File: config.mk
export PLATFORM = sky130hd
export DESIGN_NAME = matrix_operand_loader_flat
export DESIGN_NICKNAME = d
export VERILOG_FILES = /design/src/rtl/matrix_operand_loader_if.sv /design/src/rtl/matrix_operand_loader.sv /design/src/flat_wrapper.sv
export SDC_FILE = /design/constraint.sdc
export NUM_CORES = 1
export LEC_CHECK = 0
export BUFFER_PORTS_ARGS = -buffer_cell sky130_fd_sc_hd__buf_4
export CAP_MARGIN = 5
export CORE_ASPECT_RATIO = 1.5
export CORE_MARGIN = 3
export CORE_UTILIZATION = 45
export DETAILED_ROUTE_END_ITERATION = 10
export GPL_TIMING_DRIVEN = 0
export PLACE_DENSITY = 0.67
export REMOVE_ABC_BUFFERS = 1
export SLEW_MARGIN = 20
export SYNTH_ARGS = -nofsm -noshare
export SYNTH_HDL_FRONTEND = slang
export SYNTH_SLANG_ARGS = --single-unit
File: constraint.sdc
create_clock -name clk -period 6.22 [get_ports clk]
set_input_delay 1.555 -clock clk [delete_from_list [all_inputs] [get_ports clk]]
set_output_delay 1.555 -clock clk [all_outputs]
set_load 0.1 [all_outputs]
File: src/rtl/matrix_operand_loader_if.sv
// rtl/matrix_operand_loader_if.sv - memory read port and packed operand output of the operand loader
//
// Ports grouped here:
//   mem_rd     loader -> memory  read strobe
//   mem_addr   loader -> memory  read address
//   mem_rdata  memory -> loader  read data, valid the cycle after mem_rd
//   rdata      loader -> mult    packed operand word
//   read_en    loader -> mult    one-cycle strobe, rdata valid
// Modports: master = loader side, slave = memory/multiplier side.
interface matrix_operand_loader_if #(
  parameter int WIDTH        = 8,
  parameter int NUM_ELEMENTS = 4,
  parameter int ADDR_WIDTH   = 8
);
  logic                          mem_rd;
  logic [ADDR_WIDTH-1:0]         mem_addr;
  logic [WIDTH-1:0]              mem_rdata;
  logic [NUM_ELEMENTS*WIDTH-1:0] rdata;
  logic                          read_en;

  modport master (
    output mem_rd, mem_addr, rdata, read_en,
    input  mem_rdata
  );

  modport slave (
    input  mem_rd, mem_addr, rdata, read_en,
    output mem_rdata
  );
endinterface

File: src/rtl/matrix_operand_loader.sv
// rtl/matrix_operand_loader.sv - fetches matrices A and B and packs them for the multiplier load port
//
// Ports:
//   clk        clock, rising edge
//   reset      synchronous active-high reset
//   start      begin a load (sampled only when idle)
//   base_a     word address of A[0][0]
//   base_b     word address of B[0][0]
//   bus        matrix_operand_loader_if.master (mem_rd/mem_addr/mem_rdata, rdata/read_en)
//   busy       high from the cycle after start is accepted through the final read_en
//   done       one-cycle pulse with the final read_en
//   cycle_cnt  busy-cycle counter, present only with MATRIX_OPERAND_LOADER_CYCLE_CNT_EN
//
// Optional feature macro: MATRIX_OPERAND_LOADER_CYCLE_CNT_EN
module matrix_operand_loader #(
  parameter int WIDTH        = 8,
  parameter int NUM_ELEMENTS = 4,
  parameter int MATRIX_WIDTH = 4,
  parameter int ADDR_WIDTH   = 8
) (
  input  logic                  clk,
  input  logic                  reset,
  input  logic                  start,
  input  logic [ADDR_WIDTH-1:0] base_a,
  input  logic [ADDR_WIDTH-1:0] base_b,
  matrix_operand_loader_if.master bus,
  output logic                  busy,
  output logic                  done
`ifdef MATRIX_OPERAND_LOADER_CYCLE_CNT_EN
  ,
  output logic [31:0]           cycle_cnt
`endif
);

  localparam int N     = MATRIX_WIDTH;
  localparam int CW    = (N > 2) ? $clog2(N) : 1;
  localparam int WORDS = N * N / 2;
  localparam int WCW   = (WORDS > 1) ? $clog2(WORDS) : 1;
  localparam int AW    = (NUM_ELEMENTS - 1) * WIDTH;

  typedef enum logic [1:0] {IDLE, FETCH, DRAIN} state_t;

  state_t                state;
  logic [1:0]            elem;       // next element to issue: 0=A[r] 1=A[r+1] 2=B[r] 3=B[r+1]
  logic [CW-1:0]         row;        // even row of the next read pair
  logic [CW-1:0]         col;
  logic [ADDR_WIDTH-1:0] base_a_q;
  logic [ADDR_WIDTH-1:0] base_b_q;
  logic                  rd_q;       // mem_rdata is valid this cycle
  logic [1:0]            ret_elem;   // element index of the returning data
  logic [AW-1:0]         asm_q;      // first three elements of the word being assembled
  logic [WCW-1:0]        word_cnt;

  logic [ADDR_WIDTH-1:0] sel_base;
  logic [ADDR_WIDTH-1:0] next_addr;
  logic                  last_elem;

  // Element (r,c) lives at base + r*N + c; the sum wraps at 2^ADDR_WIDTH by truncation.
  always_comb begin
    sel_base  = elem[1] ? base_b_q : base_a_q;
    next_addr = sel_base
              + ADDR_WIDTH'((32'(row) + 32'(elem[0])) * 32'(N))
              + ADDR_WIDTH'(col);
    last_elem = (elem == 2'd3) && (row == CW'(N - 2)) && (col == CW'(N - 1));
  end

  always_ff @(posedge clk) begin
    if (reset) begin
      state        <= IDLE;
      elem         <= '0;
      row          <= '0;
      col          <= '0;
      base_a_q     <= '0;
      base_b_q     <= '0;
      rd_q         <= 1'b0;
      ret_elem     <= '0;
      asm_q        <= '0;
      word_cnt     <= '0;
      bus.mem_rd   <= 1'b0;
      bus.mem_addr <= '0;
      bus.rdata    <= '0;
      bus.read_en  <= 1'b0;
      busy         <= 1'b0;
      done         <= 1'b0;
`ifdef MATRIX_OPERAND_LOADER_CYCLE_CNT_EN
      cycle_cnt    <= '0;
`endif
    end else begin
      bus.read_en <= 1'b0;
      done        <= 1'b0;
      rd_q        <= bus.mem_rd;

      // Return path runs independently of the issue FSM so that assembly of
      // word w+1 overlaps presentation of word w.
      if (rd_q) begin
        ret_elem <= ret_elem + 2'd1;
        asm_q    <= {asm_q[AW-WIDTH-1:0], bus.mem_rdata};
        if (ret_elem == 2'd3) begin
          bus.rdata   <= {asm_q, bus.mem_rdata};
          bus.read_en <= 1'b1;
          word_cnt    <= word_cnt + WCW'(1);
          if (word_cnt == WCW'(WORDS - 1)) done <= 1'b1;
        end
      end

`ifdef MATRIX_OPERAND_LOADER_CYCLE_CNT_EN
      if (busy) cycle_cnt <= cycle_cnt + 32'd1;
`endif

      case (state)
        IDLE: begin
          if (start) begin
            base_a_q     <= base_a;
            base_b_q     <= base_b;
            // A[0][0] is issued straight from the input so the first read lands in cycle 1.
            bus.mem_addr <= base_a;
            bus.mem_rd   <= 1'b1;
            elem         <= 2'd1;
            row          <= '0;
            col          <= '0;
            ret_elem     <= '0;
            word_cnt     <= '0;
            busy         <= 1'b1;
            state        <= FETCH;
`ifdef MATRIX_OPERAND_LOADER_CYCLE_CNT_EN
            cycle_cnt    <= '0;
`endif
          end
        end
        FETCH: begin
          bus.mem_rd   <= 1'b1;
          bus.mem_addr <= next_addr;
          elem         <= elem + 2'd1;
          if (elem == 2'd3) begin
            if (row == CW'(N - 2)) begin
              row <= '0;
              col <= col + CW'(1);
            end else begin
              row <= row + CW'(2);
            end
          end
          if (last_elem) state <= DRAIN;
        end
        DRAIN: begin
          bus.mem_rd <= 1'b0;
          if (done) begin
            busy  <= 1'b0;
            state <= IDLE;
          end
        end
        default: state <= IDLE;
      endcase
    end
  end

endmodule

File: src/flat_wrapper.sv
// flat-port wrapper written by rule: the top's interface ports become plain ports
module matrix_operand_loader_flat 
#(
  parameter int WIDTH        = 8,
  parameter int NUM_ELEMENTS = 4,
  parameter int MATRIX_WIDTH = 4,
  parameter int ADDR_WIDTH   = 8
)
  (clk, reset, start, base_a, base_b, busy, done, bus_mem_rd, bus_mem_addr, bus_rdata, bus_read_en, bus_mem_rdata);
  matrix_operand_loader_if #(.WIDTH(WIDTH), .NUM_ELEMENTS(NUM_ELEMENTS), .ADDR_WIDTH(ADDR_WIDTH)) bus_i ();
  input  logic clk;
  input  logic reset;
  input  logic start;
  input  logic [ADDR_WIDTH-1:0] base_a;
  input  logic [ADDR_WIDTH-1:0] base_b;
  output logic busy;
  output logic done;
  output wire logic [$bits(bus_i.mem_rd)-1:0] bus_mem_rd;
  output wire logic [$bits(bus_i.mem_addr)-1:0] bus_mem_addr;
  output wire logic [$bits(bus_i.rdata)-1:0] bus_rdata;
  output wire logic [$bits(bus_i.read_en)-1:0] bus_read_en;
  input wire logic [$bits(bus_i.mem_rdata)-1:0] bus_mem_rdata;
  assign bus_mem_rd = bus_i.mem_rd;
  assign bus_mem_addr = bus_i.mem_addr;
  assign bus_rdata = bus_i.rdata;
  assign bus_read_en = bus_i.read_en;
  assign bus_i.mem_rdata = bus_mem_rdata;
  matrix_operand_loader #(.WIDTH(WIDTH), .NUM_ELEMENTS(NUM_ELEMENTS), .MATRIX_WIDTH(MATRIX_WIDTH), .ADDR_WIDTH(ADDR_WIDTH)) u_core (.clk(clk), .reset(reset), .start(start), .base_a(base_a), .base_b(base_b), .bus(bus_i), .busy(busy), .done(done));
endmodule
==> results by group, run 1 <==
Worst setup path
  • Arrival @ worst endpoint: 2.95 ns
  • CP startpoint kind: primary input
  • Crit path required time: 6.47 ns
  • Max Fanout on Critical Path: 95
  • Worst setup EP type: flop
  • Critical path class: primary input to flop

Final layout
  • Multi-input gate area: 1831 sq um
  • Syn-to-layout area delta: 23.36%
  • Final Net Count: 549
  • Share of layout cells above drive strength 1: 19.22%
  • Reg area: 1943 sq um
  • Filler cell count: 815
  • ANT cells: 0

Floorplanning
  • Io pins: 71
  • Die footprint: 9840 sq um
  • Die Span X: 82 microns
  • Initial Util: 46.34%
  • Row count: 41
  • Die height: 120 microns
  • Core ar.: 8413 sq um

STA
  • Worst-Margin Slew: 0.9556 ns
  • Fin crit share: 43.40%
  • Skew final: 0.006178 ns
  • Slack of the critical path: 3.521 ns
  • Fmax: 0.3705 GHz
  • Setup violations, final: 0
  • Slew headroom: 36.30%
  • Min Tclk post-route: 2.699 ns
  • Final hold violations: 0
  • Final Slew Violations: 0
  • Hold slack: 0.4511 ns
  • Unrepaired setup endpoints after global routing: false
  • Setup_tns: 0 ns

Synth
  • Flops & latches, synth: 97
  • Mapped Cells: 456
  • Netlist Area Pre-Place: 3899 sq um
  • Share of the synthesized area in the top cell type: 49.81%
  • YS warnings: 0
  • EDFF count, synth: 0
  • Most used DFF post-synth: dfxtp_1
  • Syn Area/Cell: 8.550 sq um
  • Count of cell types in the netlist: 41
  • Seq/Total Area, Yosys: 49.81%
  • Synth top area cells: dfxtp_1 (50%), nand2_1 (10%), a21oi_1 (7.8%)
  • Synth area leader: dfxtp_1
  • Ys async rst share: 0%

Place
  • Routability cong.: 0.8286
  • I/O Buffers: 70
  • Post-Place Setup Slack: 3.198 ns
  • DP HPWL: 5390 microns

GRT
  • Largest net degree at the start of global routing: 96
  • First-pass GRT wire length: 13630 microns
  • Grt ovf: 0
  • Total track usage: 17.47%
  • Number of global-route vias before repair: 3073
  • Initial antenna violation count: 0

Routing
  • Post-DRT Antenna Nets: 0
  • Detailed Routing Iterations Pass 1: 4
  • Final WL: 8122 microns
  • DR iter-0 viols: 110
  • Via/cell ratio: 5.130
  • Vias: 3191
  • Wirelength per Cell: 13.06 microns
  • Drt drc: 0

Clock tree
  • Htree depth: 3
  • Post-CTS setup-driven buffer insertion count: 0
  • CTS tree: built
  • Root buf cell: clkbuf_16
  • Clk_lat worst skew: 0.33 ns
  • CTS resizes: 0
  • Num CTS Buffers: 9
  • CTS Sinks: 97
  • # hold bufs at CTS: 0
  • CTS clk-pin slew, worst paths: 0.06 ns
  • CTS Buffer Depth: 2

Power and ir drop
  • Pwr/cell area: 290.6 nW/um^2
  • Overall power: 1.397 mW
  • Leakage: 1.941 nW
  • Worst VDD drop: 210.7 uV

Min path
  • Hold Path Class: flop to flop

Flow run
  • Max cap viols: 0

Run status
  • Status: finished clean
worst max-delay path: stages:
cell and delay, ns:
buf_4 0.35, or3_1 0.47, or4_1 0.41, o211ai_1 0.09
per-stage QoR:
stage	utilization, %	std cells	area, sq um
finish	57.17	622	4810
global placement	52.80	605	4442
detailed placement	53.24	607	4479
floorplan	-	428	3782
global route	57.17	622	4810
CTS	57.17	622	4810
cells by family (layout without fill, tap and decap cells):
group / count (synthesis) / in the layout / share of synthesized area (%)
xor gates and xnor gates: 2 / 2 / 0.4494
other: 1 / 1 / 0.09618
buffers and inverters: 33 / 92 / 3.466
DFF: 97 / 97 / 49.81
muxes: 35 / 35 / 9.211
AOI/OAI and AO/OA: 91 / 91 / 13.48
adders and majority gates: 11 / 11 / 3.723
and+or+nand+nor: 186 / 186 / 19.77
layer usage:
metal	routed length [microns]	up-vias	GRT usage [%]	share of wire [%]
met3	454	9	5.405	5.6
li1	-	1639	-	-
met4	125	0	6.757	1.5
met2	4078	67	29.20	50
met5	0	-	0	0
met1	3462	1476	20.40	43
where the power goes:
group          leakage (nW)  internal [mW]  switching [mW]
clock                 0.162          0.383           0.216
sequential            0.788          0.640          0.0153
combinational         0.991         0.0492          0.0941
total                  1.94           1.07           0.326
cell usage in the layout, fill, tap and decap left out, drive strengths merged, types with 3 or more instances in the layout:
master | netlist | routed
a211oi | 3 | 3
a21oi | 61 | 61
a22oi | 4 | 4
and2 | 4 | 4
buf | 12 | 72
clkbuf | 16 | 13
dfxtp | 97 | 97
ha | 10 | 10
inv | 5 | 5
mux2 | 7 | 7
mux2i | 28 | 28
nand2 | 109 | 109
nand2b | 4 | 4
nor2 | 47 | 47
nor2b | 6 | 6
nor3 | 6 | 6
o211ai | 3 | 3
o21ai | 5 | 5
sequential cells by signal (all words and copies together), names as in the netlist, 3 cells and up:
register,flops
u_core.bus.mem_addr,8
u_core.base_b_q,8
u_core.asm_q,24
u_core.base_a_q,8
u_core.word_cnt,3
u_core.bus.rdata,32
synthesized netlist by cell type (2+ instances only):
master	instances
nor3b_1	2
buf_2	8
a31oi_1	2
nand2b_1	4
o21a_1	2
o21bai_1	2
buf_1	4
and2_1	4
nor3_1	6
a22oi_1	4
o21ai_0	5
a211oi_1	3
mux2_2	7
a211o_1	2
o211ai_1	3
ha_1	10
mux2i_1	28
nor2b_1	6
nand2_1	109
clkbuf_1	15
dfxtp_1	97
xnor2_1	2
a21o_1	2
inv_1	5
a21oi_1	61
or2_2	2
nor2_1	47
layout make-up:
type	instances	area share [%]
tap	107	2.784
multi-input combinational	326	38.06
clock buffer	13	5.619
sequential	97	40.40
clock inverter	2	1.249
timing repair buffer	72	11.50
inverter	5	0.3902
final timing paths:
path,start,end,slack [ns],cells past startpoint
min,u_core.asm_q[23]$_SDFFE_PP0P_,u_core.bus.rdata[31]$_SDFFE_PP0P_,0.45,2
min reg2reg,u_core.asm_q[23]$_SDFFE_PP0P_,u_core.bus.rdata[31]$_SDFFE_PP0P_,0.45,2
max,reset,u_core.bus.mem_addr[7]$_SDFFE_PP0P_,3.52,4
max reg2reg,u_core.elem[1]$_SDFFE_PP0P_,u_core.bus.mem_addr[7]$_SDFFE_PP0P_,3.70,7
Note: power is estimated with default switching activity, not from simulation.
==> inputs of run 2 (changes only) <==
--- a/config.mk
+++ b/config.mk
@@ -12,7 +12,7 @@
 export CORE_UTILIZATION = 45
 export DETAILED_ROUTE_END_ITERATION = 10
 export GPL_TIMING_DRIVEN = 0
-export PLACE_DENSITY = 0.67
+export PLACE_DENSITY = 0.69
 export REMOVE_ABC_BUFFERS = 1
 export SLEW_MARGIN = 20
 export SYNTH_ARGS = -nofsm -noshare
==> constraint.sdc (replaced) <==
create_clock -name clk -period 2.3 [get_ports clk]
set_input_delay 0.575 -clock clk [delete_from_list [all_inputs] [get_ports clk]]
set_output_delay 0.575 -clock clk [all_outputs]
set_load 0.1 [all_outputs]
==> run 2 against run 1 <==
  * Cell count rose by 0.16%
  * Via count rose by 0.28%
  * Clock skew hardly changed
  * Global-route usage grew 0.65 points
  * Power grew to 2.6 times the previous value
  * Die area stayed put
  * Combinational power grew to 2.7 times the previous value
  * First-iteration DRC count up 18%
  * Clock power increased to 2.5 times the previous value
  * Sequential share of layout area rose by 0.17 points
==> results by group, run 2 (synthesized netlist as in run 1, its figures left out) <==
Clock tree
  • Num CTS Buffers: 9 (unchanged)
  • Post-CTS setup-driven buffer insertion count: 0 (unchanged)
  • Clk_lat worst skew: 0.33 ns (about the same)
  • # hold bufs at CTS: 0 (unchanged)
  • Htree depth: 3 (unchanged)
  • CTS clk-pin slew, worst paths: 0.07 ns (about the same)
  • CTS Sinks: 97 (unchanged)
  • CTS Buffer Depth: 2 (unchanged)
  • CTS tree: built
  • Root buf cell: clkbuf_16

STA
  • Setup_tns: 0 ns (unchanged)
  • Skew final: 0.006114 ns (-0.00006353 ns)
  • Final Slew Violations: 0 (unchanged)
  • Fin crit share: 93.02%
  • Min Tclk post-route: 2.139 ns
  • Worst-Margin Slew: 0.9532 ns (-0.002360 ns)
  • Final hold violations: 0 (unchanged)
  • Slew headroom: 36.45% (+0.16 points)
  • Unrepaired setup endpoints after global routing: false
  • Setup violations, final: 0 (unchanged)
  • Hold slack: 0.4526 ns (+0.001466 ns)
  • Fmax: 0.4674 GHz

Final layout
  • Share of layout cells above drive strength 1: 20.35% (+1.1 points)
  • Core Util, Final: 57.03% (-0.13 points)
  • Top Registers: u_core.bus.rdata: 32 flops, u_core.asm_q: 24 flops
  • Final Net Count: 549 (unchanged)
  • Filler cell count: 763 (-6.4%)
  • Most frequent cells in the layout: nand2_1 (108), dfxtp_1 (95), buf_4 (71)
  • Reg area: 1947 sq um (+0.19%)
  • Most common cell after layout, fill and taps aside: nand2_1
  • Syn-to-layout area delta: 23.07%
  • ANT cells: 0 (unchanged)
  • Multi-input gate area: 1843 sq um (+0.68%)
  • Flip-flop count of the largest register after layout: 32 (unchanged)
  • Top reg by flops: u_core.bus.rdata

Routing
  • Post-DRT Antenna Nets: 0 (unchanged)
  • Vias: 3200 (+0.28%)
  • DR iter-0 viols: 130 (+18%)
  • Drt drc: 0 (unchanged)
  • Detailed Routing Iterations Pass 1: 4 (unchanged)
  • Final WL: 8309 microns (+2.3%)
  • Via/cell ratio: 5.136 (+0.12%)
  • Wirelength per Cell: 13.34 microns (+2.1%)

Place
  • DP HPWL: 5535 microns (+2.7%)
  • Routability cong.: 0.8127 (-1.9%)
  • I/O Buffers: 70 (unchanged)

Floorplanning
  • Initial Util: 46.34% (unchanged)
  • Core ar.: 8413 sq um (unchanged)
  • Row count: 41 (unchanged)
  • Io pins: 71 (unchanged)
  • Die Span X: 82 microns (unchanged)
  • Die footprint: 9840 sq um (unchanged)
  • Die height: 120 microns (unchanged)

GRT
  • Grt ovf: 0 (unchanged)
  • Initial antenna violation count: 0 (unchanged)
  • Total track usage: 18.12% (+0.65 points)
  • Layer with the highest usage: met2
  • GR Util met2: 30.57% (+1.4 points)
  • Number of global-route vias before repair: 3027 (-1.5%)
  • M3 GR Usage: 4.429% (-0.98 points)
  • Largest net degree at the start of global routing: 96 (unchanged)
  • Met1 Use GR: 21.69% (+1.3 points)
  • First-pass GRT wire length: 14090 microns (+3.3%)

Power and ir drop
  • Seq pwr share: 48.4% (+1.5 points)
  • Pwr/cell area: 762.2 nW/um^2 (+160%)
  • Switching power of the nets: 0.9427 mW (+190%)
  • Worst VDD drop: 605.1 uV (+190%)
  • Clk pwr share: 40.9% (-2.0 points)
  • Share of total power in combinational logic: 10.6% (+0.3 points)
  • Sw Share: 25.78% (+2.5 points)
  • Leakage: 1.928 nW (-0.67%)
  • Internal Pwr Total: 2.714 mW (+150%)

Min path
  • Hold Path Class: flop to flop

Worst setup path
  • Max Fanout on Critical Path: 12 (-87%)
  • CP top delay family: compound AO/OA/AOI/OAI gates
  • Worst setup EP type: flop
  • Crit path required time: 2.56 ns (-3.91 ns)
  • Cell chain of the critical path: mux2i_2 > inv_1 > ha_1 > a211o_1 > and2_1 > o311a_1 > nor2_1
  • Slowest CP cell: dfxtp_4
  • CP peak stage delay: 0.46 ns (about the same)
  • Arrival @ worst endpoint: 2.40 ns (-0.55 ns)
  • Buf/Inv on CP: 1 (unchanged)
  • CP startpoint kind: flop
  • Critical path class: flop to flop

Flow run
  • Max cap viols: 0 (unchanged)

Run status
  • Status: finished clean
[run 2: layout make-up]
type / instances / area share, %
clock buffers: 9 / 4.694
flip-flops and latches: 97 / 40.57
well taps: 107 / 2.790
multi-input cells: 326 / 38.41
clock inverters: 7 / 1.617
repair buffers: 72 / 11.53
inverters: 5 / 0.3911
[run 2: tightest hold or removal path, stage by stage (launching register included)]
cell and delay, ns:
dfxtp_1 0.31, nand2_1 0.05, a21oi_1 0.05
[run 2: power groups by stage]
stage	Clock, mW	Sequential (mW)	Combinational, mW
floorplan	0	1.92	0.144
global placement	0	1.82	0.369
finish	1.50	1.77	0.389
CTS	1.54	1.77	0.392
global route	1.59	1.78	0.426
detailed placement	0	1.81	0.389
[run 2: metal layers]
metal	wire length, microns	vias to the layer above
li1	-	1643
met1	3509	1482
met2	4274	62
met3	384	13
met4	140	0
met5	0	-
[run 2: path summary, 6_finish.rpt]
path                                         end  depth (start not counted)                       startpoint  slack (ns)
min reg2reg      u_core.base_a_q[7]$_SDFFE_PP0P_                          2  u_core.base_a_q[7]$_SDFFE_PP0P_        0.45
max          u_core.bus.mem_addr[3]$_SDFFE_PP0P_                          7      u_core.elem[1]$_SDFFE_PP0P_        0.16
max reg2reg  u_core.bus.mem_addr[3]$_SDFFE_PP0P_                          7      u_core.elem[1]$_SDFFE_PP0P_        0.16
min              u_core.base_a_q[7]$_SDFFE_PP0P_                          2  u_core.base_a_q[7]$_SDFFE_PP0P_        0.45
[run 2: through the flow]
stage,worst slack (ns),cells,power [mW],cell area (sq um)
6_report,0.1606,623,3.657,4798
5_1_grt,0.02121,623,3.792,4798
4_1_cts,0.008210,623,3.700,4787
3_5_place_dp,-0.1982,607,2.198,4479
3_3_place_gp,-0.8907,605,2.186,4442
2_1_floorplan,-0.06202,428,2.060,3782
[run 2: what timing repair did]
| action | in CTS | in global routing |
|---|---|---|
| hold endpoints to repair | 0 | 0 |
| resized for setup | 2 | 3 |
| gates cloned | 0 | 0 |
| setup endpoints to repair | 6 | 6 |
==> inputs of run 3 (changes only) <==
--- a/config.mk
+++ b/config.mk
@@ -9,10 +9,10 @@
 export CAP_MARGIN = 5
 export CORE_ASPECT_RATIO = 1.5
 export CORE_MARGIN = 3
-export CORE_UTILIZATION = 45
+export CORE_UTILIZATION = 32
+export CTS_BUF_LIST = sky130_fd_sc_hd__clkbuf_4 sky130_fd_sc_hd__clkbuf_8
 export DETAILED_ROUTE_END_ITERATION = 10
 export GPL_TIMING_DRIVEN = 0
-export PLACE_DENSITY = 0.69
 export REMOVE_ABC_BUFFERS = 1
 export SLEW_MARGIN = 20
 export SYNTH_ARGS = -nofsm -noshare
==> run 3 against run 2 <==
  * Critical path depth unchanged
  * Utilization decreased by 16 points
  * Die area increased by 38%
  * First-iteration DRC count decreased by 65%
  * Routed wire length increased by 3.0%
  * Clock skew increased by 0.0026 ns
==> results by group, run 3 (synthesized netlist as in run 1, its figures left out) <==
Routing
  • Via/cell ratio: 4.796 (-6.6%)
  • Drt drc: 0 (unchanged)
  • Detailed Routing Iterations Pass 1: 4 (unchanged)
  • Vias: 3199 (-0.031%)
  • Wirelength per Cell: 12.83 microns (-3.8%)
  • Final WL: 8555 microns (+3.0%)
  • Post-DRT Antenna Nets: 0 (unchanged)
  • DR iter-0 viols: 45 (-65%)

Floorplanning
  • Io pins: 71 (unchanged)
  • Die footprint: 13570 sq um (+38%)
  • Die height: 141.2 microns (+18%)
  • Row count: 48 (+17%)
  • Die Span X: 96.13 microns (+17%)
  • Core ar.: 11710 sq um (+39%)
  • Initial Util: 33.29% (-13 points)

Final layout
  • Filler cell count: 1195 (+57%)
  • Final Net Count: 550 (+0.18%)
  • Share of layout cells above drive strength 1: 20.31% (-0.039 points)
  • Syn-to-layout area delta: 22.02%
  • Flip-flop count of the largest register after layout: 32 (unchanged)
  • Top Registers: u_core.bus.rdata: 32 flops, u_core.asm_q: 24 flops
  • Most frequent cells in the layout: nand2_1 (108), dfxtp_1 (95), buf_4 (71)
  • Top reg by flops: u_core.bus.rdata
  • Most common cell after layout, fill and taps aside: nand2_1
  • ANT cells: 0 (unchanged)

STA
  • Worst-Margin Slew: 0.9567 ns (+0.003499 ns)
  • Fin crit share: 92.83% (-0.19 points)
  • Skew final: 0.008714 ns (+0.002600 ns)
  • Final hold violations: 0 (unchanged)
  • Final Slew Violations: 0 (unchanged)
  • Min Tclk post-route: 2.135 ns (-0.004407 ns)
  • Setup violations, final: 0 (unchanged)
  • Fmax: 0.4684 GHz (+0.21%)
  • Hold slack: 0.4577 ns (+0.005161 ns)
  • Slew headroom: 36.22% (-0.23 points)
  • Unrepaired setup endpoints after global routing: false
  • Setup_tns: 0 ns (unchanged)

Place
  • Routability cong.: 0.7491 (-7.8%)
  • DP HPWL: 5873 microns (+6.1%)
  • I/O Buffers: 70 (unchanged)

Clock tree
  • Clk_lat worst skew: 0.36 ns (+0.03 ns)
  • # hold bufs at CTS: 0 (unchanged)
  • CTS Buffer Depth: 2 (unchanged)
  • CTS Sinks: 97 (unchanged)
  • CTS tree: built
  • Root buf cell: clkbuf_8
  • Htree depth: 3 (unchanged)
  • Post-CTS setup-driven buffer insertion count: 0 (unchanged)
  • CTS clk-pin slew, worst paths: 0.10 ns (+0.03 ns)
  • Num CTS Buffers: 9 (unchanged)

GRT
  • Number of global-route vias before repair: 3072 (+1.5%)
  • First-pass GRT wire length: 14060 microns (-0.19%)
  • Grt ovf: 0 (unchanged)
  • Largest net degree at the start of global routing: 96 (unchanged)
  • Total track usage: 12.93% (-5.2 points)
  • Initial antenna violation count: 0 (unchanged)

Min path
  • Hold Path Class: primary input to flop

Power and ir drop
  • Internal Pwr Total: 2.293 mW (-16%)
  • Switching power of the nets: 0.9528 mW (+1.1%)
  • Share of total power in combinational logic: 12.1% (+1.5 points)
  • Pwr/cell area: 682.4 nW/um^2 (-10%)
  • Overall power: 3.246 mW (-11%)
  • Worst VDD drop: 356.5 uV (-41%)
  • Clk pwr share: 33.3% (-7.6 points)
  • Seq pwr share: 54.6% (+6.2 points)
  • Sw Share: 29.35% (+3.6 points)
  • Leakage: 1.888 nW (-2.1%)

Worst setup path
  • Crit path required time: 2.51 ns (-0.05 ns)
  • Arrival @ worst endpoint: 2.34 ns (-0.06 ns)
  • Max Fanout on Critical Path: 12 (unchanged)
  • CP startpoint kind: flop
  • Worst setup EP type: flop
  • Critical path class: flop to flop

Flow run
  • Max cap viols: 0 (unchanged)

Run status
  • Status: finished clean
run 3: worst paths after layout:
check / startpoint / endpoint / slack (ns) / cells past startpoint
worst min register to register: u_core.base_a_q[4]$_SDFFE_PP0P_ / u_core.base_a_q[4]$_SDFFE_PP0P_ / 0.46 / 2
worst min-delay path: base_b[2] / u_core.base_b_q[2]$_SDFFE_PP0P_ / 0.46 / 3
worst max-delay path: u_core.elem[1]$_SDFFE_PP0P_ / u_core.bus.mem_addr[7]$_SDFFE_PP0P_ / 0.17 / 7
worst max register to register: u_core.elem[1]$_SDFFE_PP0P_ / u_core.bus.mem_addr[7]$_SDFFE_PP0P_ / 0.17 / 7
run 3: metrics by stage:
| step | std cells | setup WS, ns | instance area, sq um | util [%] |
|---|---|---|---|---|
| after floorplan | 428 | -0.06202 | 3782 | - |
| after global placement | 648 | -0.9859 | 4496 | 38.39 |
| after detailed placement | 651 | -0.1520 | 4544 | 38.80 |
| after CTS | 667 | 0.07936 | 4741 | 40.48 |
| after global routing | 667 | 0.02324 | 4757 | 40.62 |
| final | 667 | 0.1650 | 4757 | 40.62 |
run 3: timing repair:
item,4_1_cts,5_1_grt
endpoints found under the setup margin,7,4
gates resized for setup,2,3
gates cloned,0,0
run 3: power groups by stage:
stage | Combinational (mW) | Clock [mW] | Sequential (mW)
global route | 0.429 | 1.20 | 1.78
floorplan | 0.144 | 0 | 1.92
CTS | 0.396 | 1.14 | 1.77
finish | 0.394 | 1.08 | 1.77
detailed placement | 0.395 | 0 | 1.81
global placement | 0.373 | 0 | 1.82
run 3: area by class of cell:
class | instances | area [sq um] | area share, %
clock inverter | 7 | 68.82 | 1.447
clock buffer | 9 | 123.9 | 2.604
multi-input combinational | 326 | 1847 | 38.82
inverter | 5 | 18.77 | 0.3945
tap | 150 | 187.7 | 3.945
timing repair buffer | 73 | 564.3 | 11.86
sequential | 97 | 1947 | 40.93
run 3: critical path: stages, from the launching register on:
cell and delay, ns:
dfxtp_4 0.47, mux2i_4 0.29, inv_1 0.06, ha_1 0.31
a211o_1 0.33, a211oi_1 0.28, or4_1 0.17, o211ai_1 0.08
run 3: metal layers:
layer | track usage, % | wire length [microns] | vias to the layer above
li1 | - | - | 1636
met1 | 14.42 | 3613 | 1486
met2 | 22.42 | 4360 | 67
met3 | 4.004 | 449 | 10
met4 | 5.022 | 131 | 0
met5 | 0 | 0 | -
